`src/rtl/mips_multicycle_ctrl.sv`:
```
// -----------------------------------------------------------------------------
// mips_multicycle_ctrl
//
// Control FSM for the shared multicycle MIPS datapath (unified instruction/
// data memory, single ALU, register file, IR and PC). Every cycle it looks at
// the current state plus the IR fields and drives the datapath mux selects,
// write enables and ALU control.
//
// Handshake: the memory has no request/accept split. The FSM presents an
// address (iord) and, for stores, a write strobe; the access completes on the
// rising edge where memready=1. FETCH, MEMRD and MEMWR hold, with outputs
// unchanged, until that edge.
//
// Ports:
//   clk, reset    - rising-edge clock, synchronous active-high reset
//   op, funct     - IR[31:26] and IR[5:0]
//   zero          - ALU zero flag (branch compare)
//   memready      - memory completes its access this cycle
//   iord          - memory address select: 0=PC, 1=ALUOut
//   memwrite      - memory write strobe
//   irwrite       - IR load enable
//   regdst        - register write address: 0=rt, 1=rd
//   memtoreg      - register write data: 0=ALUOut, 1=MDR
//   regwrite      - register file write enable
//   alusrca       - ALU A: 0=PC, 1=rs
//   alusrcb       - ALU B: 00=rt, 01=4, 10=signimm, 11=signimm<<2
//   pcsrc         - PC source: 00=ALU result, 01=ALUOut, 10=jump target
//   pcen          - PC load enable
//   alucontrol    - 010 add, 110 sub, 000 and, 001 or, 111 slt
//   illegal_op    - pulse in DECODE when the opcode is not supported
//   state         - current FSM state, for debug and checkers
// -----------------------------------------------------------------------------
module mips_multicycle_ctrl #(
   parameter int SUPPORT_BNE = 1
) (
   input  logic       clk,
   input  logic       reset,
   input  logic [5:0] op,
   input  logic [5:0] funct,
   input  logic       zero,
   input  logic       memready,
   output logic       iord,
   output logic       memwrite,
   output logic       irwrite,
   output logic       regdst,
   output logic       memtoreg,
   output logic       regwrite,
   output logic       alusrca,
   output logic [1:0] alusrcb,
   output logic [1:0] pcsrc,
   output logic       pcen,
   output logic [2:0] alucontrol,
   output logic       illegal_op,
   output logic [3:0] state
);

   typedef enum logic [3:0] {
      S_FETCH   = 4'd0,
      S_DECODE  = 4'd1,
      S_MEMADR  = 4'd2,
      S_MEMRD   = 4'd3,
      S_MEMWB   = 4'd4,
      S_MEMWR   = 4'd5,
      S_RTYPEEX = 4'd6,
      S_RTYPEWB = 4'd7,
      S_BEQEX   = 4'd8,
      S_ADDIEX  = 4'd9,
      S_ADDIWB  = 4'd10,
      S_JEX     = 4'd11,
      S_BNEEX   = 4'd12
   } state_t;

   localparam logic [5:0] OP_RTYPE = 6'b000000;
   localparam logic [5:0] OP_J     = 6'b000010;
   localparam logic [5:0] OP_BEQ   = 6'b000100;
   localparam logic [5:0] OP_BNE   = 6'b000101;
   localparam logic [5:0] OP_ADDI  = 6'b001000;
   localparam logic [5:0] OP_LW    = 6'b100011;
   localparam logic [5:0] OP_SW    = 6'b101011;

   localparam logic [2:0] ALU_ADD = 3'b010;
   localparam logic [2:0] ALU_SUB = 3'b110;
   localparam logic [2:0] ALU_AND = 3'b000;
   localparam logic [2:0] ALU_OR  = 3'b001;
   localparam logic [2:0] ALU_SLT = 3'b111;

   // Per-state control word. Fields that depend only on the state are held
   // in a register; memready/zero/funct/op qualifications are applied on
   // the output side so they act within the same cycle.
   typedef struct packed {
      logic       iord;
      logic       memwrite;
      logic       fetch;      // irwrite and pcwrite follow memready
      logic       regdst;
      logic       memtoreg;
      logic       regwrite;
      logic       alusrca;
      logic [1:0] alusrcb;
      logic [1:0] pcsrc;
      logic [2:0] alu_base;   // ALU op when not decoding funct
      logic       alu_funct;  // ALU op taken from funct
      logic       beq;        // PC loads when zero=1
      logic       bne;        // PC loads when zero=0
      logic       jump;       // unconditional PC load
   } ctrl_t;

   function automatic ctrl_t decode_state(input state_t s);
      ctrl_t c;
      c = '0;
      case (s)
         S_FETCH: begin
            c.fetch    = 1'b1;
            c.alusrcb  = 2'b01;
            c.alu_base = ALU_ADD;
         end
         S_DECODE: begin
            c.alusrcb  = 2'b11;
            c.alu_base = ALU_ADD;
         end
         S_MEMADR: begin
            c.alusrca  = 1'b1;
            c.alusrcb  = 2'b10;
            c.alu_base = ALU_ADD;
         end
         S_MEMRD: begin
            c.iord = 1'b1;
         end
         S_MEMWB: begin
            c.memtoreg = 1'b1;
            c.regwrite = 1'b1;
         end
         S_MEMWR: begin
            c.iord     = 1'b1;
            c.memwrite = 1'b1;
         end
         S_RTYPEEX: begin
            c.alusrca   = 1'b1;
            c.alu_funct = 1'b1;
         end
         S_RTYPEWB: begin
            c.regdst   = 1'b1;
            c.regwrite = 1'b1;
         end
         S_BEQEX: begin
            c.alusrca  = 1'b1;
            c.alu_base = ALU_SUB;
            c.pcsrc    = 2'b01;
            c.beq      = 1'b1;
         end
         S_BNEEX: begin
            c.alusrca  = 1'b1;
            c.alu_base = ALU_SUB;
            c.pcsrc    = 2'b01;
            c.bne      = 1'b1;
         end
         S_ADDIEX: begin
            c.alusrca  = 1'b1;
            c.alusrcb  = 2'b10;
            c.alu_base = ALU_ADD;
         end
         S_ADDIWB: begin
            c.regwrite = 1'b1;
         end
         S_JEX: begin
            c.pcsrc = 2'b10;
            c.jump  = 1'b1;
         end
         default: c = '0;
      endcase
      return c;
   endfunction

   state_t state_q, state_d;
   ctrl_t  ctrl_q, ctrl_d;
   logic   op_legal;
   logic [2:0] funct_alu;

   // Opcodes this controller knows how to sequence.
   always_comb begin
      op_legal = 1'b0;
      case (op)
         OP_LW, OP_SW, OP_RTYPE, OP_BEQ, OP_ADDI, OP_J: op_legal = 1'b1;
         OP_BNE:                                        op_legal = (SUPPORT_BNE != 0);
         default:                                       op_legal = 1'b0;
      endcase
   end

   // Unknown funct codes quietly execute as add rather than trapping.
   always_comb begin
      funct_alu = ALU_ADD;
      case (funct)
         6'b100000: funct_alu = ALU_ADD;
         6'b100010: funct_alu = ALU_SUB;
         6'b100100: funct_alu = ALU_AND;
         6'b100101: funct_alu = ALU_OR;
         6'b101010: funct_alu = ALU_SLT;
         default:   funct_alu = ALU_ADD;
      endcase
   end

   // Next-state logic.
   always_comb begin
      state_d = state_q;
      case (state_q)
         S_FETCH:   state_d = memready ? S_DECODE : S_FETCH;
         S_DECODE: begin
            state_d = S_FETCH;
            if (op_legal) begin
               case (op)
                  OP_LW, OP_SW: state_d = S_MEMADR;
                  OP_RTYPE:     state_d = S_RTYPEEX;
                  OP_BEQ:       state_d = S_BEQEX;
                  OP_BNE:       state_d = S_BNEEX;
                  OP_ADDI:      state_d = S_ADDIEX;
                  OP_J:         state_d = S_JEX;
                  default:      state_d = S_FETCH;
               endcase
            end
         end
         S_MEMADR:  state_d = (op == OP_LW) ? S_MEMRD : S_MEMWR;
         S_MEMRD:   state_d = memready ? S_MEMWB : S_MEMRD;
         S_MEMWB:   state_d = S_FETCH;
         S_MEMWR:   state_d = memready ? S_FETCH : S_MEMWR;
         S_RTYPEEX: state_d = S_RTYPEWB;
         S_RTYPEWB: state_d = S_FETCH;
         S_BEQEX:   state_d = S_FETCH;
         S_BNEEX:   state_d = S_FETCH;
         S_ADDIEX:  state_d = S_ADDIWB;
         S_ADDIWB:  state_d = S_FETCH;
         S_JEX:     state_d = S_FETCH;
         default:   state_d = S_FETCH;
      endcase
      ctrl_d = decode_state(state_d);
   end

   // The control word register always tracks decode_state(state_q).
   always_ff @(posedge clk) begin
      if (reset) begin
         state_q <= S_FETCH;
         ctrl_q  <= decode_state(S_FETCH);
      end else begin
         state_q <= state_d;
         ctrl_q  <= ctrl_d;
      end
   end

   // Architectural strobes are blanked the moment reset rises so an
   // in-flight store or register write cannot land.
   assign iord       = ctrl_q.iord;
   assign memwrite   = ~reset & ctrl_q.memwrite;
   assign irwrite    = ~reset & ctrl_q.fetch & memready;
   assign regdst     = ctrl_q.regdst;
   assign memtoreg   = ctrl_q.memtoreg;
   assign regwrite   = ~reset & ctrl_q.regwrite;
   assign alusrca    = ctrl_q.alusrca;
   assign alusrcb    = ctrl_q.alusrcb;
   assign pcsrc      = ctrl_q.pcsrc;
   assign pcen       = ~reset & ((ctrl_q.fetch & memready) | ctrl_q.jump |
                                 (ctrl_q.beq & zero) | (ctrl_q.bne & ~zero));
   assign alucontrol = ctrl_q.alu_funct ? funct_alu : ctrl_q.alu_base;
   assign illegal_op = (state_q == S_DECODE) & ~op_legal;
   assign state      = state_q;

endmodule

```
`config.mk`:
```
export PLATFORM = sky130hd
export DESIGN_NAME = mips_multicycle_ctrl
export DESIGN_NICKNAME = d
export VERILOG_FILES = /design/src/rtl/mips_multicycle_ctrl.sv
export SDC_FILE = /design/constraint.sdc
export NUM_CORES = 1
export LEC_CHECK = 0
export BUFFER_PORTS_ARGS = -buffer_cell sky130_fd_sc_hd__buf_2
export CORE_MARGIN = 8
export CORE_UTILIZATION = 39
export DETAILED_ROUTE_END_ITERATION = 8
export GPL_ROUTABILITY_DRIVEN = 1
export PLACE_DENSITY = 0.63
export SETUP_SLACK_MARGIN = 0.4
export SLEW_MARGIN = 20
export SYNTH_ARGS = -nofsm -noshare
export SYNTH_HDL_FRONTEND = slang
export SYNTH_SLANG_ARGS = --single-unit
```
`constraint.sdc`:
```
create_clock -name clk -period 2.2 [get_ports clk]
set_input_delay 0.22 -clock clk [delete_from_list [all_inputs] [get_ports clk]]
set_output_delay 0.22 -clock clk [all_outputs]
set_load 0.02 [all_outputs]
```
=== Word level (Yosys, flattened, before mapping) ===
Cells that the tools add are included.

* Bits in read-only memories: 0
* Memories kept: 0
* Logic and storage cells: 93
* Output and inout port bits: 20
* Latch bits: 0
* Memory bits (writable): 0
* Flip-flop bits (word level): 22
* Bits of input ports: 16

* Multipliers: 0
* Shift operators: 0
* Div/mod/pow operators: 0
* Magnitude comparators: 0
* Reductions and logical operators: 11
* Equal/unequal tests: 28
* Muxes and demuxes: 24
* Bitwise gates (word level): 15
* Add/sub/neg operators: 0

{| class="wikitable"
|+ Operators with widths
! cell !! count
|-
| $eq 6x6->1 const B || 6
|-
| $pmux 4 s7 || 1
|-
| $eq 4x3->1 const B || 6
|-
| $eq 4x4->1 const B || 6
|-
| $pmux 4 s6 || 1
|-
| $eq 4x2->1 const B || 4
|-
| $mux 1 || 13
|-
| $eq 6x3->1 const B || 2
|-
| $mux 3 || 4
|-
| $pmux 3 s4 || 1
|-
| $and 1x1->1 || 9
|-
| $eq 4x1->1 const B || 2
|-
| $logic_not 4->1 || 2
|-
| $reduce_or 2->1 || 4
|-
| $reduce_or 7->1 || 1
|-
| $eq 6x2->1 const B || 1
|-
| $eq 6x4->1 const B || 1
|-
| $logic_not 6->1 || 1
|-
| $pmux 2 s3 || 1
|-
| $pmux 3 s2 || 1
|-
| $reduce_or 5->1 || 1
|-
| $mux 4 || 1
|-
| $pmux 2 s2 || 1
|-
| $reduce_or 4->1 || 1
|-
| other kinds (3) || 7
|}

=== Depth between registers and ports, before layout ===
Gate-level depths: netlist (run 1).

* Depth after elaboration: 8
* Mapped depth: 9
* Mapped depth without buffers: 6

=== Least setup slack after synthesis (run 1) ===
No wires, ideal clock.

* Path kind: reg2reg
* Start point: reg state_q[0], in the netlist state[0]
* End point: reg ctrl_q[5] (netlist bit)
* Stages on the path, launching flop included: 9
* Required time: 2.081 ns
* Path slack: 0.030 ns
* Clock period less this slack: 2.170 ns
* Path buffers: 3
* Arrival: 2.051 ns
* Setup time: 0.119 ns
* Cell sequence: dfxtp_1 -> buf_4 -> or3b_1 -> or4_1 -> and3_1 -> buf_6 -> buf_6 -> a31oi_1 -> nand2_1

* Word-level cells in the longest chain between the ends: 5
* Elaborated cells on any way between the ends: 17
* Classes of those cells: eq/ne (11); mux (2); reduce/logical (4)

{| class="wikitable"
|+ Ends and longest elaborated chain
! what !! line !! RTL
|-
| start: declaration || 173 || <nowiki>state_t state_q, state_d;</nowiki>
|-
| start signal: assignment || 242 || <nowiki>state_q <= state_d;</nowiki>
|-
| $eq 4x4->1 (tied with other cells) || 204 || <nowiki>case (state_q)</nowiki>
|-
| $pmux 4 s7 * || 204 ||
|-
| $eq 4x4->1 (tied with other cells) || 110 || <nowiki>case (s)</nowiki>
|-
| $reduce_or 4->1 (no source line) or $reduce_or 2->1 (tied branches) || - ||
|-
| $pmux 3 s2 * || 110 ||
|-
| end signal: assignment || 240 || <nowiki>ctrl_q <= decode_state(S_FETCH);</nowiki>
|-
| end signal: assignment || 243 || <nowiki>ctrl_q <= ctrl_d;</nowiki>
|-
| end: declaration || 174 || <nowiki>ctrl_t ctrl_q, ctrl_d;</nowiki>
|}

Every way passes the cells marked *; elsewhere a longest branch is shown, timed or not.
A chain may end at the register's enable or synchronous reset.

=== Worst setup path in the final report (run 1) ===
* Start point: reg state_q[1], in the netlist state[1]
* End point: reg ctrl_q[5] (netlist bit)

Same word-level chain as after synthesis.

==> results.ini, run 1 <==
[route]
antenna_left = 0
vias = 998
wl_met2_um = 1260
vias_per_cell = 5.20
detailedRoute.firstIterationViolations = 63
wirelength_met1_um = 1140
dr.pass1.iters = 4
routed.top_layer = met4
totalWireLength_um = 2640
wl_met3_um = 219
post-route-drc-count = 0
wl_per_cell_um = 13.7

[worst_setup_path]
end_kind = flop
endpoint = ctrl_q[5]$_SDFF_PP1_
startpoint_type = flop
crit_cells = 6
startpoint = state[1]$_SDFF_PP0_
critical-path-top-delay-family = simple AND/OR/NAND/NOR gates
reg2reg_depth = 6
worstPathCellList = or3b_4, or4_4, and3_4, buf_12, a31oi_1, nand2_1
path_buf_inv = 1
r2r-end = ctrl_q[5]$_SDFF_PP1_
critPathMaxStageDelay_ns = 0.48
crit_arrival_ns = 2.09
r2r_start = state[1]$_SDFF_PP0_
cp_slowest_cell = or4_4
required_ns = 2.40
r2r_slack_ns = 0.31
worstPathMaxFanout = 9
worstSetupPathType = flop to flop

[floorplan]
die_area_mm2 = 0.00454
fp-row-count = 18
die_h_um = 67.4
core_mm2 = 0.00250
initial_core_util_pct = 41.1
io_pins = 36
die_w_um = 67.4

[cells_and_area]
nFillCells = 232
antenna_cells = 0
syn_to_final_growth_pct = 34.3
stdcell_count = 192
multi_input_area_um2 = 599
final_util_pct = 55.3
ff_latch_area_um2 = 412
num-nets-final = 179
drive_gt1_share_pct = 43.8

[pwr]
leakage_nw = 0.637
ir_drop_uv = 420
power_density_mw_per_mm2 = 503

[logic_synthesis]
synth_ff_type = dfxtp_1
netlist_area_mm2 = 0.00103
yosysTopAreaCell = dfxtp_1
syn_inst = 120
ys_ff_latch = 20
yosysUniqueCellTypes = 38
synth.area.top_cells = dfxtp_1 39%, nor2_1 5.5%, buf_4 3.6%, a21oi_1 3.4%, nand2_1 3.3%
yosys_warnings = 0
ys_top_cells_by_count = 20 x dfxtp_1, 15 x nor2_1, 9 x nand2_1
async_reset_ff_share_pct = 0
synth_top_area_share_pct = 38.9
yosysSeqAreaShare_pct = 38.9
syn_area_per_cell_um2 = 8.57
synth_edf_count = 0
yosysMostFrequentCell = dfxtp_1
synth_nets = 136

[clock_network]
numClockSinks = 20
cts_hold_buf = 0
cts_tree = done
root_buffer = clkbuf_4
clk_latency_ns = 0.30
h-tree-depth = 1
cts_buffers = 3
cts_buffer_depth = 2
clkTransAtPathRegs_ns = 0.11

[timing]
maxSlewViolCount = 0
hold_violations = 0
period_minus_slack_ns = 1.89
setup_violations = 0
fin_skew_ns = 0.00454
period_share_pct = 85.8
rsz0062_at_grt = true
worst_pin_slew_ns = 0.396
hold_slack_ns = 0.270
relSlewSlack_pct = 73.6
fmax_mhz = 530
setup_tns_ns = 0

[run]
drv_cap = 0

[global_routing]
grt-ovfl-total = 0
antenna_found_initial = 0
grt_use_total_pct = 11.6
grt_start_max_net_pins = 17
grt_pass1_wl_um = 4130
grt_pass1_vias = 919

[run_status]
status = completed

[placement]
globalplace.congestion = 0.934
portBuffers = 35
hpwl_um = 1870
dp_cells = 178

[min_path]
hold_class = input port to flop

## stage by stage
stage | area [µm²] | worst slack (ns) | power, mW
floorplan | 1040 | 0.175 | 0.442
global placement | 1190 | 0.0670 | 0.474
detailed placement | 1190 | 0.0333 | 0.476
CTS | 1350 | 0.299 | 0.697
global route | 1380 | 0.260 | 0.722
finish | 1380 | 0.312 | 0.695
## state kept, by name (all words and copies together), names as in the netlist
| register | cells |
|---|---|
| ctrl_q | 9 |
| state | 4 |
| alusrcb | 2 |
| alusrca | 1 |
| iord | 1 |
| memtoreg | 1 |
| pcsrc | 1 |
| regdst | 1 |
## cell usage in the layout (no fill, tap or decap), drive strengths merged, types with 2 or more instances in the layout
cell type  instances
a21oi              7
a31oi              5
buf               47
clkbuf             4
dfxtp             20
inv                5
nand2              9
nand2b             4
nand3              5
nand3b             2
nor2              15
nor2b              5
nor3               3
nor3b              6
nor4               3
xnor2              3
## layout make-up
type,instances,share of cell area (%)
clock buffer,4,2.63
inverter,5,1.36
multi-input combinational,86,43.4
sequential,20,29.8
tap,30,2.72
timing repair buffer,47,20.1
## routing by layer
metal | GRT usage (%) | up-vias
li1 | - | 501
met1 | 14.1 | 457
met2 | 18.5 | 38
met3 | 4.64 | 2
met4 | 3.13 | 0
met5 | 0 | -
## repair_timing
item,in CTS,in global routing
buffers inserted,10,0
pin swaps,4,2
endpoints found under the setup margin,17,16
gates resized for setup,12,6
## power by group
part / internal (mW) / total, mW / switching (mW)
sequential: 0.365 / 0.368 / 0.00254
combinational: 0.0493 / 0.117 / 0.0674
clock: 0.101 / 0.211 / 0.110
## cells by family (layout without fill, tap and decap cells)
family	after synthesis	in the layout	share of synthesized area (%)
buffers and inverters	14	56	9.12
muxes	1	1	0.973
and+or+nand+nor	58	58	31.9
AOI/OAI and AO/OA	23	23	15.7
xor gates and xnor gates	4	4	3.41
DFF	20	20	38.9
## worst min path at each step
stage	startpoint	to	slack (ns)	cells past startpoint
5_1_grt	reset	state[2]$_SDFF_PP0_	0.29	2
3_5_place_dp	state[3]$_SDFF_PP0_	ctrl_q[12]$_SDFF_PP0_	0.57	2
3_3_place_gp	reset	state[2]$_SDFF_PP0_	0.57	2
6_report	reset	state[0]$_SDFF_PP0_	0.27	2
2_1_floorplan	reset	iord$_SDFF_PP0_	0.30	1
4_1_cts	reset	state[0]$_SDFF_PP0_	0.27	2
(Power assumes the default switching activity.)
==> inputs of run 2 (changes only) <==
- BUFFER_PORTS_ARGS: -buffer_cell sky130_fd_sc_hd__buf_2 -> -buffer_cell sky130_fd_sc_hd__clkbuf_2
==> run 2 against run 1 <==
Count of clock-buffer cells in the layout did not move. Largest power group unchanged. Power fell by 1.2%. Die area did not move. Critical path depth fell by 1. Global-route usage rose by 0.056 points. Wire length fell by 0.19%.
==> results.ini, run 2 (synthesis gave the netlist of run 1 again) <==
[route]
wl_per_cell_um = 13.9  ; +1.4%
totalWireLength_um = 2630  ; -0.19%
dr.pass1.iters = 4  ; unchanged
vias = 1024  ; +2.6%
post-route-drc-count = 0  ; unchanged
vias_per_cell = 5.42  ; +4.2%
antenna_left = 0  ; unchanged
detailedRoute.firstIterationViolations = 54  ; -14%

[cells_and_area]
largest_reg_flops = 9  ; unchanged
nFillCells = 241  ; +3.9%
ff_latch_area_um2 = 412  ; unchanged
multi_input_area_um2 = 567  ; -5.4%
syn_to_final_growth_pct = 27.0
layout_commonest_cell = clkbuf_2
final_util_pct = 52.3  ; -3.0 points
largest-register = ctrl_q
drive_gt1_share_pct = 37.7  ; -6.1 points
antenna_cells = 0  ; unchanged
num-nets-final = 176  ; -1.7%
layout_common_cells = 35 x clkbuf_2, 17 x dfxtp_1, 15 x nor2_1
stdcell_count = 189  ; -1.6%
stdcell_area_mm2 = 0.00131  ; -5.4%

[min_path]
hold_class = input port to flop
hold_start = reset

[clock_network]
cts_tree = done
numClockSinks = 20  ; unchanged
cts_buffers = 3  ; unchanged
clk_latency_ns = 0.30  ; about the same
cts_hold_buf = 0  ; unchanged
clkTransAtPathRegs_ns = 0.11  ; about the same
h-tree-depth = 1  ; unchanged
root_buffer = clkbuf_4
cts_buffer_depth = 2  ; unchanged

[global_routing]
grt_pass1_wl_um = 4200  ; +1.8%
grt_use_met1_pct = 14.4  ; +0.25 points
grt_use_total_pct = 11.6  ; +0.056 points
grt_util_met3_pct = 4.14  ; -0.50 points
antenna_found_initial = 0  ; unchanged
use_met2_pct = 19.1  ; +0.60 points
grt_pass1_vias = 955  ; +3.9%
grt_start_max_net_pins = 17  ; unchanged
busiest_layer = met2
grt-ovfl-total = 0  ; unchanged

[pwr]
leakage_nw = 0.593  ; -6.9%
power_density_mw_per_mm2 = 525  ; +4.4%
ir_drop_uv = 471  ; +12%

[timing]
rsz0062_at_grt = true
maxSlewViolCount = 0  ; unchanged
fin_skew_ns = 0.00565  ; +0.00111 ns
period_share_pct = 83.7  ; -2.1 points
hold_violations = 0  ; unchanged
period_minus_slack_ns = 1.84  ; -0.0460 ns
setup_tns_ns = 0  ; unchanged
hold_slack_ns = 0.295  ; +0.0256 ns
relSlewSlack_pct = 71.2  ; -2.4 points
worst_pin_slew_ns = 0.432  ; +0.0359 ns
setup_violations = 0  ; unchanged
fmax_mhz = 543  ; +2.5%

[worst_setup_path]
startpoint = state[1]$_SDFF_PP0_
startpoint_type = flop
r2r_start = state[1]$_SDFF_PP0_
end_kind = flop
crit_arrival_ns = 2.08  ; about the same
worstPathMaxFanout = 7  ; -2
required_ns = 2.43  ; +0.03 ns
worstSetupPathType = flop to flop

[floorplan]
core_mm2 = 0.00250  ; unchanged
die_area_mm2 = 0.00454  ; unchanged
fp-row-count = 18  ; unchanged
die_w_um = 67.4  ; unchanged
io_pins = 36  ; unchanged
die_h_um = 67.4  ; unchanged
initial_core_util_pct = 41.1  ; unchanged

[placement]
globalplace.congestion = 0.930  ; -0.47%
hpwl_um = 1870  ; +0.25%
dp_cells = 178  ; unchanged
dpl_cell_area_mm2 = 0.00119  ; unchanged
portBuffers = 35  ; unchanged

[run_status]
status = completed

[run]
drv_cap = 0  ; unchanged

-- run 2: changes by cell type in the layout (fill, tap and decap cells not counted), moves of 2 or more --
cell | previous run | this run
buf_2 | 35 | 0
clkbuf_2 | 0 | 35
buf_4 | 11 | 8
nor2_2 | 2 | 0
nor2_1 | 13 | 15
-- run 2: area by class of cell --
cell class              count  area share [%]
multi-input cells          87            43.4
flip-flops and latches     20            31.5
repair buffers             43            18.0
well taps                  30            2.87
clock buffers               4            2.78
inverters                   5            1.44
-- run 2: timing repair --
action	4_1_cts	5_1_grt
buffers inserted	6	0
gates resized for setup	8	1
setup endpoints to repair	17	16
cloned	1	0
-- run 2: final timing paths --
kind                                              end  slack (ns)  cells after the start
worst min register to register  ctrl_q[12]$_SDFF_PP0_        0.65                      2
worst max register to register  alusrcb[1]$_SDFF_PP0_        0.36                      5
worst min-delay path            alusrcb[1]$_SDFF_PP0_        0.30                      2
worst max-delay path            alusrcb[1]$_SDFF_PP0_        0.36                      5
-- run 2: critical path, stage by stage, from the launching register on --
cell	delay, ns
dfxtp_4	0.36
or3b_4	0.40
or4_4	0.49
and3_4	0.22
nand2b_4	0.15
a211oi_2	0.16
-- run 2: metal layers --
layer | up-vias | wire length, µm
met2 | 38 | 1270
met4 | 0 | 13
met5 | - | 0
li1 | 502 | -
met1 | 482 | 1160
met3 | 2 | 193
-- run 2: through the flow --
stage | setup WS, ns | power, mW
finish | 0.358 | 0.686
floorplan | 0.175 | 0.442
global route | 0.301 | 0.718
CTS | 0.354 | 0.690
detailed placement | 0.120 | 0.476
global placement | 0.0626 | 0.474
-- run 2: report_power, final --
| part | total (mW) | internal, mW | switching (mW) |
|---|---|---|---|
| clock | 0.211 | 0.101 | 0.110 |
| combinational | 0.107 | 0.0440 | 0.0629 |
| sequential | 0.369 | 0.365 | 0.00327 |
==> inputs of run 3 (changes only) <==
- ABC_AREA: unset -> 1
- PLACE_DENSITY: 0.63 -> 0.62
- clock period: 2.2 -> 1.9 ns (I/O delays scaled with it)
==> run 3 against run 2 <==
Cell count increased by 30%. Fmax up 19%. Final area is 20% higher. Largest power group unchanged. Largest cell class unchanged. Clock power increased by 63%.
==> results.ini, run 3 <==
[global_routing]
grt_use_total_pct = 11.8  ; +0.15 points
grt_pass1_wl_um = 4860  ; +16%
grt_start_max_net_pins = 20  ; +3
antenna_found_initial = 0  ; unchanged
grt_pass1_vias = 1119  ; +17%
grt-ovfl-total = 0  ; unchanged

[run_status]
status = completed

[worst_setup_path]
end_kind = flop
reg2reg_depth = 11  ; +6
worstSetupPathType = flop to flop
worstPathCellList = inv_1, nor2_1, nand2_4, nand3_4, nor2_4, nand2_4, inv_2, nand2_1, nor2_1, nor2_1, nand3_1
worstPathMaxFanout = 8  ; +1
critPathMaxStageDelay_ns = 0.39  ; -0.10 ns
startpoint_type = flop
crit_arrival_ns = 1.76  ; -0.32 ns
cp_common_cell = nor2_1
cp_slowest_cell = dfxtp_4
required_ns = 2.11  ; -0.32 ns

[route]
post-route-drc-count = 0  ; unchanged
vias_per_cell = 4.92  ; -9.2%
wl_met2_um = 1650  ; +30%
wl_met3_um = 234  ; +21%
dr.pass1.iters = 4  ; unchanged
detailedRoute.firstIterationViolations = 82  ; +52%
antenna_left = 0  ; unchanged
totalWireLength_um = 3290  ; +25%
wl_per_cell_um = 13.4  ; -3.6%
vias = 1205  ; +18%
routed.top_layer = met4
wirelength_met1_um = 1330  ; +15%

[logic_synthesis]
synth_edf_count = 0  ; unchanged
synth.area.top_cells = dfxtp_1 35%, nor2_1 11%, nand3_1 8.3%, nand2_1 8.2%, inv_1 7.5%
yosysSeqAreaShare_pct = 34.9  ; -4.1 points
synth_ff_type = dfxtp_1
syn_area_per_cell_um2 = 6.68  ; -22%
synth_nets = 188  ; +38%
synth_top_area_share_pct = 34.9  ; -4.1 points
async_reset_ff_share_pct = 0  ; unchanged
netlist_area_mm2 = 0.00115  ; +12%
syn_inst = 172  ; +43%
ys_ff_latch = 20  ; unchanged
ys_top_cells_by_count = 33 x nor2_1, 25 x nand2_1, 23 x inv_1
yosysTopAreaCell = dfxtp_1
yosysMostFrequentCell = nor2_1
yosys_warnings = 0  ; unchanged
yosysUniqueCellTypes = 22  ; -42%

[cells_and_area]
ff_latch_area_um2 = 413  ; +0.30%
antenna_cells = 0  ; unchanged
largest_reg_flops = 9  ; unchanged
stdcell_area_mm2 = 0.00157  ; +20%
layout_commonest_cell = clkbuf_2
layout_common_cells = 34 x clkbuf_2, 30 x nor2_1, 22 x inv_1, 22 x nand2_1, 16 x dfxtp_1
largest-register = ctrl_q
drive_gt1_share_pct = 45.8  ; +8.1 points
multi_input_area_um2 = 692  ; +22%
num-nets-final = 231  ; +31%
syn_to_final_growth_pct = 36.9
nFillCells = 266  ; +10%

[timing]
fin_skew_ns = 0.00690  ; +0.00125 ns
setup_tns_ns = 0  ; unchanged
setup_violations = 0  ; unchanged
period_minus_slack_ns = 1.55  ; -0.292 ns
rsz0062_at_grt = true
fmax_mhz = 645  ; +19%
hold_violations = 0  ; unchanged
worst_pin_slew_ns = 0.417  ; -0.0144 ns
maxSlewViolCount = 0  ; unchanged
relSlewSlack_pct = 72.2  ; +1.0 points
period_share_pct = 81.6  ; -2.1 points

[floorplan]
initial_core_util_pct = 41.3  ; +0.15 points
die_h_um = 70.3  ; +4.3%
io_pins = 36  ; unchanged
fp-row-count = 19  ; +1
core_mm2 = 0.00278  ; +11%
die_area_mm2 = 0.00494  ; +8.8%
die_w_um = 70.3  ; +4.3%

[pwr]
power_density_mw_per_mm2 = 589  ; +12%
power_uw = 927  ; +35%
leakage_nw = 0.851  ; +44%
ir_drop_uv = 708  ; +50%

[clock_network]
cts_buffers = 3  ; unchanged
root_buffer = clkbuf_4
h-tree-depth = 1  ; unchanged
clk_latency_ns = 0.30  ; about the same
clkTransAtPathRegs_ns = 0.11  ; about the same
cts_buffer_depth = 2  ; unchanged
cts_tree = done
cts_hold_buf = 0  ; unchanged
numClockSinks = 20  ; unchanged

[run]
drv_cap = 0  ; unchanged

[placement]
globalplace.congestion = 0.915  ; -1.6%
hpwl_um = 2240  ; +20%
portBuffers = 35  ; unchanged
dpl_cell_area_mm2 = 0.00132  ; +11%

[min_path]
hold_class = input port to flop
hold_depth = 3  ; +1

run 3: path summary, 6_finish.rpt:
path                          end                 from  slack (ns)
max reg2reg  ctrl_q[5]$_SDFF_PP1_  state[3]$_SDFF_PP0_        0.35
max          ctrl_q[5]$_SDFF_PP1_  state[3]$_SDFF_PP0_        0.35
min reg2reg   memtoreg$_SDFF_PP0_  state[3]$_SDFF_PP0_        0.65
min           memtoreg$_SDFF_PP0_             memready        0.23
run 3: layer usage:
layer | vias up | GRT usage, %
li1 | 607 | -
met1 | 552 | 13.4
met2 | 38 | 18.9
met3 | 8 | 5.65
met4 | 0 | 3.79
met5 | - | 0
run 3: stage by stage:
step / utilization, % / setup WS (ns) / hold slack (ns) / cells
6_report: 56.5 / 0.350 / 0.233 / 245
5_1_grt: 56.5 / 0.250 / 0.221 / 245
4_1_cts: 50.8 / 0.401 / 0.228 / 239
3_5_place_dp: 47.6 / 0.389 / 0.555 / 232
3_3_place_gp: 47.6 / 0.429 / 0.553 / 232
2_1_floorplan: - / 0.428 / 0.370 / 172
run 3: kinds of logic (layout without fill, tap and decap cells):
kind of cell           after synthesis  count (layout)  share of synthesized area [%]
AND/OR/NAND/NOR                    105             105                           45.6
buffers and inverters               37              79                           13.9
flip-flops                          20              20                           34.9
AO/OA/AOI/OAI                       10              10                           5.55
run 3: final cells by class:
type / count / area share, %
Timing Repair Buffer: 44 / 16.1
Sequential cell: 20 / 26.3
Inverter: 31 / 7.88
Multi-Input combinational cell: 115 / 44.0
Clock inverter: 1 / 1.91
Clock buffer: 3 / 1.43
Tap cell: 31 / 2.47
run 3: repair_timing:
| action | CTS | global route |
|---|---|---|
| gates resized for setup | 7 | 29 |
| setup buffers | 3 | 6 |
| setup endpoints to repair | 3 | 14 |
| pin swaps | 4 | 14 |
run 3: power breakdown:
group	leakage [nW]	switching [mW]	total [mW]	internal [mW]
clock	0.0279	0.131	0.344	0.213
sequential	0.165	0.00496	0.429	0.424
combinational	0.658	0.0963	0.153	0.0572
total	0.851	0.232	0.927	0.695
run 3: critical path, delay by kind of cell, from the launching register on:
kind / cells / cell delay, ns
buf+inv: 2 / 0.12
simple gates: 9 / 0.97
flops: 1 / 0.39
